$ cat src/rtl/clefia_byte_loader.sv
// Byte-serial front end of the CLEFIA datapath: packs 16 tagged bytes into one
// big-endian 128-bit block and holds it for the round core under valid/ready.
module clefia_byte_loader #(
    parameter int NBYTES = 16,
    parameter int CNT_W  = 4
) (
    input  logic                  clk,
    input  logic                  rst,
    input  logic [7:0]            byte_in,
    input  logic                  byte_is_key,
    input  logic                  byte_valid,
    output logic                  byte_ready,
    input  logic                  clear,
    output logic [8*NBYTES-1:0]   block_out,
    output logic                  block_is_key,
    output logic                  block_valid,
    input  logic                  block_ready,
    output logic                  tag_err
);

    typedef enum logic {
        FILL = 1'b0,
        HOLD = 1'b1
    } state_t;

    localparam logic [CNT_W-1:0] LAST = CNT_W'(NBYTES - 1);

    state_t              state_q;
    logic [CNT_W-1:0]    count_q;
    logic [8*NBYTES-1:0] block_q;
    logic                key_q;
    logic                tag_err_q;
    logic [CNT_W-1:0]    slot_d;

    // Byte slot counted from the LSB end, so the first byte lands on top.
    assign slot_d = LAST - count_q;

    always_ff @(posedge clk) begin
        if (rst) begin
            state_q   <= FILL;
            count_q   <= '0;
            block_q   <= '0;
            key_q     <= 1'b0;
            tag_err_q <= 1'b0;
        end else if (clear) begin
            state_q <= FILL;
            count_q <= '0;
        end else begin
            case (state_q)
                FILL: begin
                    if (byte_valid) begin
                        block_q[{slot_d, 3'b000} +: 8] <= byte_in;
                        if (count_q == '0) begin
                            key_q <= byte_is_key;
                        end else if (byte_is_key != key_q) begin
                            tag_err_q <= 1'b1;
                        end
                        if (count_q == LAST) begin
                            count_q <= '0;
                            state_q <= HOLD;
                        end else begin
                            count_q <= count_q + CNT_W'(1);
                        end
                    end
                end
                HOLD: begin
                    if (block_ready) begin
                        state_q <= FILL;
                    end
                end
                default: begin
                    state_q <= FILL;
                end
            endcase
        end
    end

    // Handshake outputs come straight from the state register.
    assign byte_ready   = (state_q == FILL);
    assign block_valid  = (state_q == HOLD);
    assign block_out    = block_q;
    assign block_is_key = key_q;
    assign tag_err      = tag_err_q;

endmodule

$ cat config.mk
export PLATFORM = sky130hd
export DESIGN_NAME = clefia_byte_loader
export DESIGN_NICKNAME = d
export VERILOG_FILES = /design/src/rtl/clefia_byte_loader.sv
export SDC_FILE = /design/constraint.sdc
export NUM_CORES = 1
export LEC_CHECK = 0
export CAP_MARGIN = 20
export CORE_ASPECT_RATIO = 0.9
export CORE_MARGIN = 2
export CORE_UTILIZATION = 44
export DETAILED_ROUTE_END_ITERATION = 16
export GPL_TIMING_DRIVEN = 1
export HOLD_SLACK_MARGIN = 0.12
export PLACE_DENSITY_LB_ADDON = 0.2
export SYNTH_ARGS = -nofsm -noshare
export SYNTH_HDL_FRONTEND = slang
export SYNTH_SLANG_ARGS = --single-unit
$ cat constraint.sdc
create_clock -name clk -period 1.9 [get_ports clk]
set_input_delay 0.57 -clock clk [delete_from_list [all_inputs] [get_ports clk]]
set_output_delay 0.57 -clock clk [all_outputs]
set_load 0.01 [all_outputs]
==> metrics.md <==
| Metric | Value |
|---|---|
| Vias | `4434` |
| Static Leak | `4.71 nW` |
| Hold Startpoint | `block_out[72]` |
| Starting Density | `0.447` |
| Clk pin slew, worst setup/hold paths | `approximately 0.06 ns` |
| Drt wl/cell | `17.7 um` |
| Worst Skew | `0.00767 ns` |
| FILL cells | `928` |
| Max Cap Violations | `0` |
| Top post-synthesis cells by count | `135 x dfxtp_1, 129 x mux2i_1, 128 x nand2b_1, 23 x nand2_1, 17 x clkbuf_1` |
| Fin crit period | `1.88 ns` |
| Status | `finished, final reports clean` |
| Synth Register Bits | `135` |
| R2R setup slack | `0.10 ns` |
| Fin worst setup slack | `about 0.021 ns` |
| Final GP Congestion | `about 0.86` |
| Number of global-route vias before repair | `4583` |
| DRT Pass-1 Iters | `4` |
| CTS tree | `yes` |
| Area share of the largest cell type after synthesis | `0.478` |
| Slowest Stage Delay on Critical Path | `0.55 ns` |
| Vias per cell | `5.09` |
| Worst path slowest cell | `clkdlybuf4s50_1` |
| Final Setup Violations | `0` |
| Number of I/O pins | `146` |
| Reg2reg start | `count_q[0]` |
| Post-DP HPWL | `10.8 mm` |
| CP Launch Point | `block_out[54]` |
| Area Growth Syn to Fin | `49.3%` |
| Hold endpoint | `block_out[72]` |
| H-tree levels | `4` |
| Die Span X | `~120 um` |
| Flip-flop and latch area | `2710 um^2` |
| CP top delay family | `buffers and inverters` |
| Clock buffer count from CTS | `17` |
| Max Slew Vio Count | `0` |
| CTS Hold Bufs | `0` |
| Clk sink count | `135` |
| Critical path class | `reg2out` |
| Tcrit/Tclk final | `0.989` |
| Top_reg_cell synth | `dfxtp_1` |
| Worst path required time | `1.33 ns` |
| Buf+Inv Stages, Crit Path | `1` |
| Distinct cells, synth | `36` |
| Largest net degree at the start of global routing | `a little over 60` |
| Layout cells sized above 1 | `0.143` |
| First-pass GRT wire length | `24.3 mm` |
| Fmax | `532 MHz` |
| IO Port Bufs | `145` |
| Clk Latency, worst-skew pair | `around 0.42 ns` |
| Most frequent cell after synthesis | `dfxtp_1` |
| Placed cell area | `7610 um^2` |
| Hold Fails Final Rpt | `0` |
| Setup WS pre-CTS | `-0.419 ns` |
| Post-Syn Area | `5650 um^2` |
| Avg Cell Area, Syn | `11.0 um^2` |
| EDFF count, synth | `0` |
| N_diodes | `0` |
| Pwr/cell area | `759 nW/um^2` |
| Rows | `39` |
| Core Area | `12600 um^2` |
| Setup crit end kind | `output port` |
| Die H | `about 110 um` |
| Crit path max fanout | `2` |
| Cell breakdown of the critical path | `clkdlybuf4s50_1` |
| Area leader, netlist | `dfxtp_1` |
| Nets | `a little over 700` |
| Root buffer cell | `clkbuf_16` |
| Peak supply drop | `0.613 mV` |
| Startpoint types | `flip-flop` |
| Multi-input gate area | `a little under 3000 um^2` |
| Most area-consuming cells after synthesis | `dfxtp_1 48%, mux2i_1 23%, nand2b_1 14%` |
| R2R Path End | `block_out[2]` |
| Die footprint | `13800 um^2` |
| Slew headroom | `0.658` |
| Yosys warns | `0` |
| Routed WL | `about 15 mm` |
| Sequential fraction of the synthesis area | `0.478` |
| Min-Delay Path Class | `reg2reg` |
| Cell count after synthesis | `516` |
| Gr ovfl total | `0` |
| Initial antenna violation count | `0` |
| Post-synthesis net count | `534` |
| Worst Tran Pin Value | `0.510 ns` |
| Worst Hold Slack | `0.472 ns` |
| Antenna-violating nets left | `0` |
| Drt initial violations | `approximately 230` |
| Final Cell Area | `roughly 8400 um^2` |
| Clock buffer depth | `2` |
| Hold path depth | `2` |
| R2R cell count | `7` |
| DRC errors left | `0` |
| Arr. time, crit path | `1.31 ns` |
| Tot GR Track Use | `0.229` |
| Asr flop ratio synth | `0` |
where the power goes:
| part | switching (mW) | internal [mW] | total, mW | leakage [nW] |
|---|---|---|---|---|
| combinational | 0.165 | 0.144 | 0.309 | 3.35 |
| clock | 1.30 | 1.94 | 3.25 | 0.277 |
| sequential | 0.00964 | 2.84 | 2.85 | 1.09 |
| total | 1.48 | 4.93 | 6.41 | 4.71 |
through the flow:
step / utilization / total power, mW / setup TNS (ns) / instances
2_1_floorplan: - / 3.08 / -1.16 / 516
3_3_place_gp: 0.602 / 3.22 / -40.43 / 838
3_5_place_dp: 0.602 / 3.22 / -44.54 / 838
4_1_cts: 0.650 / 6.43 / 0 / 871
5_1_grt: 0.668 / 6.60 / -0.0164 / 871
6_report: 0.668 / 6.41 / 0 / 871
final cells by class:
type / instances / share of cell area
tap: 164 / 0.0243
inverter: 4 / 0.00178
clock buffer: 18 / 0.0509
sequential: 135 / 0.321
multi-input combinational: 354 / 0.344
timing repair buffer: 182 / 0.241
clock inverter: 14 / 0.0178
worst max-delay path by stage:
stage                     endpoint  slack (ns)  cells past startpoint
floorplan            block_out[84]       -0.06                      7
global placement    block_out[121]       -0.37                      7
detailed placement  block_out[109]       -0.42                      7
CTS                  block_out[70]      0.0004                      1
global route          block_out[6]       -0.01                      7
finish               block_out[54]        0.02                      1
flip-flops by register name, summed over array words and instances, names as in the netlist:
signal / count
block_is_key: 1
block_out: 128
block_valid: 1
count_q: 4
tag_err: 1
cell usage in the layout, fill, tap and decap left out, types with 11 or more instances in the layout:
cell type / instances
dfxtp_1: 132
nand2_1: 23
nand2b_1: 128
buf_4: 26
dlymetal6s2s_1: 76
dlygate4sd2_1: 11
nor2_1: 15
clkdlybuf4s50_1: 57
mux2i_1: 129
clkbuf_16: 17
metal layers:
layer,up-vias,global-route usage,part of all wire
li1,2107,-,-
met1,2172,0.298,0.45
met2,129,0.367,0.48
met3,26,0.0610,0.050
met4,0,0.0750,0.017
met5,-,0,0
repair_timing:
item	CTS	global route
buffers inserted	1	0
resized for setup	19	82
pin swaps	1	2
setup endpoints to repair	56	174
cell families (layout without fill, tap and decap cells):
kind of cell | after synthesis | count (layout) | share of synthesized area
and+or+nand+nor | 203 | 203 | 0.233
DFF | 135 | 135 | 0.478
muxes | 130 | 130 | 0.231
buffers and inverters | 27 | 218 | 0.0201
AOI/OAI and AO/OA | 13 | 13 | 0.0221
adders and majority gates | 4 | 4 | 0.00886
xor gates and xnor gates | 4 | 4 | 0.00753
No activity file was read; power rests on OpenSTA's default activity.
